$ cat src/rtl/ysyx_22051013_bpu_bht.sv
// Dynamic branch predictor for the IF stage: a flop-based table of 2-bit
// saturating counters, indexed by PC (bimodal) or PC xor global history
// (gshare). Prediction is combinational. EXU trains one entry per cycle.
module ysyx_22051013_bpu_bht #(
    parameter int         IDX_W    = 6,
    parameter int         MODE     = 0,
    parameter int         HIST_W   = 6,
    parameter logic [1:0] INIT_CNT = 2'b01
) (
    input  logic              clk,
    input  logic              rst,
    input  logic [31:0]       inst,
    input  logic [63:0]       pc_i,
    output logic [63:0]       pc_o,
    output logic              bpu_jump,
    output logic [IDX_W-1:0]  pred_idx,
    input  logic              upd_valid,
    input  logic [IDX_W-1:0]  upd_idx,
    input  logic              upd_taken,
    input  logic              upd_mispred,
    output logic [31:0]       mispred_cnt
);

    localparam int DEPTH = 2 ** IDX_W;

    localparam logic [4:0] OP_JAL    = 5'b11011;
    localparam logic [4:0] OP_BRANCH = 5'b11000;

    // One step of a 2-bit saturating counter toward the observed outcome.
    function automatic logic [1:0] sat_step(input logic [1:0] c, input logic taken);
        logic [1:0] r;
        r = c;
        if (taken) begin
            if (c != 2'b11) r = c + 2'd1;
        end else begin
            if (c != 2'b00) r = c - 2'd1;
        end
        return r;
    endfunction

    // Event counter that sticks at all-ones instead of wrapping.
    function automatic logic [31:0] sat_inc32(input logic [31:0] c);
        return (c == 32'hFFFF_FFFF) ? c : c + 32'd1;
    endfunction

    logic [1:0]       cnt [DEPTH];
    logic [31:0]      mispred_q;
    logic [IDX_W-1:0] hist_ext;
    logic [IDX_W-1:0] idx;
    logic             is_jal;
    logic             is_bxx;
    logic [63:0]      imm_j;
    logic [63:0]      imm_b;

    // Global history only exists in gshare mode; bimodal hashes with zero.
    generate
        if (MODE == 1) begin : g_gshare
            logic [HIST_W-1:0] ghr;

            // History shift register, fed by every resolved branch outcome.
            always_ff @(posedge clk) begin
                if (rst) begin
                    ghr <= '0;
                end else if (upd_valid) begin
                    if (HIST_W == 1) begin
                        ghr <= HIST_W'(upd_taken);
                    end else begin
                        ghr <= HIST_W'({ghr, upd_taken});
                    end
                end
            end

            assign hist_ext = IDX_W'(ghr);
        end else begin : g_bimodal
            assign hist_ext = '0;
        end
    endgenerate

    // Decode, immediates and table index for the instruction in IF.
    always_comb begin
        is_jal = (inst[6:2] == OP_JAL)    && (inst[1:0] == 2'b11);
        is_bxx = (inst[6:2] == OP_BRANCH) && (inst[1:0] == 2'b11);
        imm_j  = {{43{inst[31]}}, inst[31], inst[19:12], inst[20], inst[30:21], 1'b0};
        imm_b  = {{51{inst[31]}}, inst[31], inst[7], inst[30:25], inst[11:8], 1'b0};
        idx    = pc_i[IDX_W+1:2] ^ hist_ext;
    end

    // Next-PC selection; reset forces all prediction outputs to zero.
    // The table is read before any same-cycle update lands (no bypass).
    always_comb begin
        pc_o     = pc_i + 64'd4;
        bpu_jump = 1'b0;
        pred_idx = idx;
        if (rst) begin
            pc_o     = '0;
            bpu_jump = 1'b0;
            pred_idx = '0;
        end else if (is_jal) begin
            pc_o = pc_i + imm_j;
        end else if (is_bxx && cnt[idx][1]) begin
            pc_o     = pc_i + imm_b;
            bpu_jump = 1'b1;
        end
    end

    // Counter table training; reset restores every entry and drops the update.
    always_ff @(posedge clk) begin
        if (rst) begin
            for (int i = 0; i < DEPTH; i++) begin
                cnt[i] <= INIT_CNT;
            end
        end else if (upd_valid) begin
            cnt[upd_idx] <= sat_step(cnt[upd_idx], upd_taken);
        end
    end

    // Misprediction statistics counter.
    always_ff @(posedge clk) begin
        if (rst) begin
            mispred_q <= '0;
        end else if (upd_valid && upd_mispred) begin
            mispred_q <= sat_inc32(mispred_q);
        end
    end

    assign mispred_cnt = mispred_q;

endmodule

$ cat config.mk
export PLATFORM = sky130hd
export DESIGN_NAME = ysyx_22051013_bpu_bht
export DESIGN_NICKNAME = d
export VERILOG_FILES = /design/src/rtl/ysyx_22051013_bpu_bht.sv
export SDC_FILE = /design/constraint.sdc
export NUM_CORES = 1
export LEC_CHECK = 0
export BUFFER_PORTS_ARGS = -buffer_cell sky130_fd_sc_hd__buf_2
export CORE_MARGIN = 2
export CORE_UTILIZATION = 35
export CTS_BUF_LIST = sky130_fd_sc_hd__clkbuf_16
export DETAILED_ROUTE_END_ITERATION = 10
export PLACE_DENSITY_LB_ADDON = 0.05
export SETUP_SLACK_MARGIN = 0.2
export SYNTH_ARGS = -nofsm -noshare
export SYNTH_HDL_FRONTEND = slang
export SYNTH_SLANG_ARGS = --single-unit
$ cat constraint.sdc
create_clock -name clk -period 4.6 [get_ports clk]
set_input_delay 0 -clock clk [delete_from_list [all_inputs] [get_ports clk]]
set_output_delay 0 -clock clk [all_outputs]
set_load 0.05 [all_outputs]
==> impl_metrics.ini <==
[clock_network]
cts_root_buf = clkbuf_16
htreeDepth = 4
postCtsHoldBufs = 0
cts_setup_buffers = 0
tritoncts = done
clock-sinks = 160
ctsResizeCount = 0
path_clk_slew_ns = 0.06
cts_buffers = 17
clock_latency_ns = 0.44
clock_path_buffers = 2

[critical_path]
worstSetupEndpointType = primary output
required_ns = 4.60
criticalPathCategory = input port to primary output
r2r_start = cnt[20][0]$_SDFFCE_PN1P_
cpPeakStageDelay_ns = 0.65
startpoint_type = input port
cp-startpoint = pc_i[2]
rrSetupSlack_ns = 1.56
r2r_end = cnt[59][1]$_SDFFCE_PN0P_
path_max_fanout = 20
cp_cell_sequence = buf_2 -> fa_1 -> a21o_1 -> a221o_1 -> a221oi_1 -> a22oi_1 -> a21oi_1 -> o21ai_0 -> xnor2_1 -> a221oi_1 -> buf_2
cp.arrival_ns = 4.16
cp_slowest_cell = a221oi_1
reg2reg_depth = 9

[timing]
setup_ws_ns = 0.440
final_max_slew_viol_count = 0
whs_ns = 0.0469
setup_viol = 0
hold_violations = 0
setup_tns_ns = 0
rsz0062_at_grt = no
fmaxAchievable_mhz = 240
fin_crit_sh_pct = 90.4
min_period_ns = 4.16
worst_pin_slew_ns = 1.13
skew_ns = 0.00612
max_slew_margin_pct = 24.0

[routing]
drtPass1Iterations = 5
drt_iter0_drc = 1464
route.detailed.drc = 0
viasPerCell = 6.20
wirelength_um = 71500
vias = 17700
wl_per_cell_um = 25.0
ant_nets = 0

[hold_path]
hold_depth = 5
hp-start = upd_mispred
min_to = mispred_cnt[24]$_SDFFE_PP0P_
hold_class = input port to flip-flop

[yosys]
synth_warnings = 0
netlist_instances = 2120
yosysMostFrequentCell = nand2_1
ys_types = 82
netlist_area_um2 = 16400
postSynthAreaPerCell_um2 = 7.75
seq_area_frac_synth_pct = 27.3
synth_largest_area_cell = edfxtp_1
ys_top_cells_by_count = 239 x nand2_1, 233 x nor2_1, 171 x a21oi_1, 138 x o21ai_0, 128 x edfxtp_1
async_flop_share_pct = 0
ys_ff_latch = 160
synth_fp_nets = 2306
synthTopCellsByArea = edfxtp_1 23%, ha_1 5.9%, nand2_1 5.5%
yosysTopAreaCellShare_pct = 23.4
synth_edf_count = 128
dominantRegCellSynth = edfxtp_1

[floorplanning]
initial_utilization_pct = 35.4
die_w_um = 221
core_area_um2 = 46500
row_count = 79
die_area_um2 = 48700
fp.dieH_um = 221
pin_count = 210

[status]
status = complete, no violations

[flow_run]
maxCapViolCount = 0

[layout]
area_delta_synth_final_pct = 13.2
drive_gt1_share_pct = 15.0
final_nets = 2421

[global_routing]
grt_util_all_layers_pct = 28.8
grt_pass1_wl_um = 105000
grt_max_degree = 72
overflow = 0
grt_pass1_vias = 16800
antenna_found_initial = 1

[power]
irDropWorstVdd_mv = 0.224
leakagePower_nw = 6.69
powerDensity_nw_per_um2 = 254

[place]
dp_hpwl_um = 54700
post-place-ws_ns = 0.538
gp_congestion = 0.970
portBuffers = 209
==> critical path, delay by kind of cell <==
kind	cells	cell delay, ns
fa+ha+maj	1	0.52
xor+xnor	1	0.20
compound gates	7	2.79
buf+inv	2	0.63
==> area by class of cell <==
class	count	area (um2)
Antenna cell	1	2.50
Clock buffer	17	425
Clock inverter	15	150
Fill cell	4874	27900
Inverter	32	120
Multi-Input combinational cell	1763	11200
Sequential cell	160	4480
Tap cell	607	759
Timing Repair Buffer	261	1490
==> worst max-delay path by stage <==
stage	endpoint	slack (ns)
detailed placement	pc_o[29]	0.54
global placement	pc_o[29]	0.54
finish	pc_o[45]	0.44
CTS	pc_o[29]	0.54
floorplan	pc_o[35]	0.67
global route	pc_o[57]	0.28
==> cell families (layout without fill, tap and decap cells) <==
| group | count (synthesis) | in the layout | share of synthesized area [%] |
|---|---|---|---|
| AO/OA/AOI/OAI | 663 | 663 | 26.6 |
| XOR/XNOR | 141 | 141 | 7.51 |
| adder cells (fa/ha/maj) | 81 | 81 | 6.23 |
| buffers and inverters | 197 | 325 | 4.90 |
| flip-flops | 160 | 160 | 27.3 |
| multiplexers | 31 | 31 | 3.05 |
| other | 0 | 1 | 0 |
| AND/OR/NAND/NOR | 847 | 847 | 24.4 |
==> cells in the final DEF (no fill, tap or decap), types with 19 or more instances in the layout <==
master,instances
xnor2_1,70
nand2_1,239
a221oi_1,29
a21oi_1,171
a211oi_1,24
edfxtp_1,128
buf_2,208
ha_1,77
inv_1,31
and3_1,29
o211ai_1,22
a22oi_1,51
xor2_1,71
buf_4,49
nand3_1,94
a31oi_1,28
a21o_1,27
and2_1,19
dfxtp_1,32
nor2_1,232
o22ai_1,19
nor3_1,73
o21ai_0,138
nand4_1,55
==> registers in the layout, summed over array words and instances, names as in the netlist <==
signal       flops
mispred_cnt     32
cnt            128
==> per-stage QoR <==
| stage | total power [W] | instance area, um2 | cells | util, % |
|---|---|---|---|---|
| after floorplan | 0.00275 | 16400 | 2120 | - |
| after global placement | 0.00333 | 18000 | 2823 | 38.8 |
| after detailed placement | 0.00332 | 18000 | 2823 | 38.8 |
| after CTS | 0.00474 | 18600 | 2855 | 40.0 |
| after global routing | 0.00493 | 18600 | 2855 | 40.0 |
| final | 0.00473 | 18600 | 2856 | 40.0 |
==> per-layer routing <==
layer	GRT usage, %	up-vias	share of wire [%]
li1	-	8216	-
met5	0	-	0
met3	3.26	139	5.9
met2	47.2	688	47
met1	38.3	8657	43
met4	12.1	0	4.2
==> power by group <==
part,internal [W],switching [W],total (W),leakage (nW)
sequential,0.00159,0.0000186,0.00161,1.41
clock,0.000837,0.000574,0.00141,0.273
combinational,0.000526,0.00119,0.00171,5.01
Power figures use the tool's default switching activity.
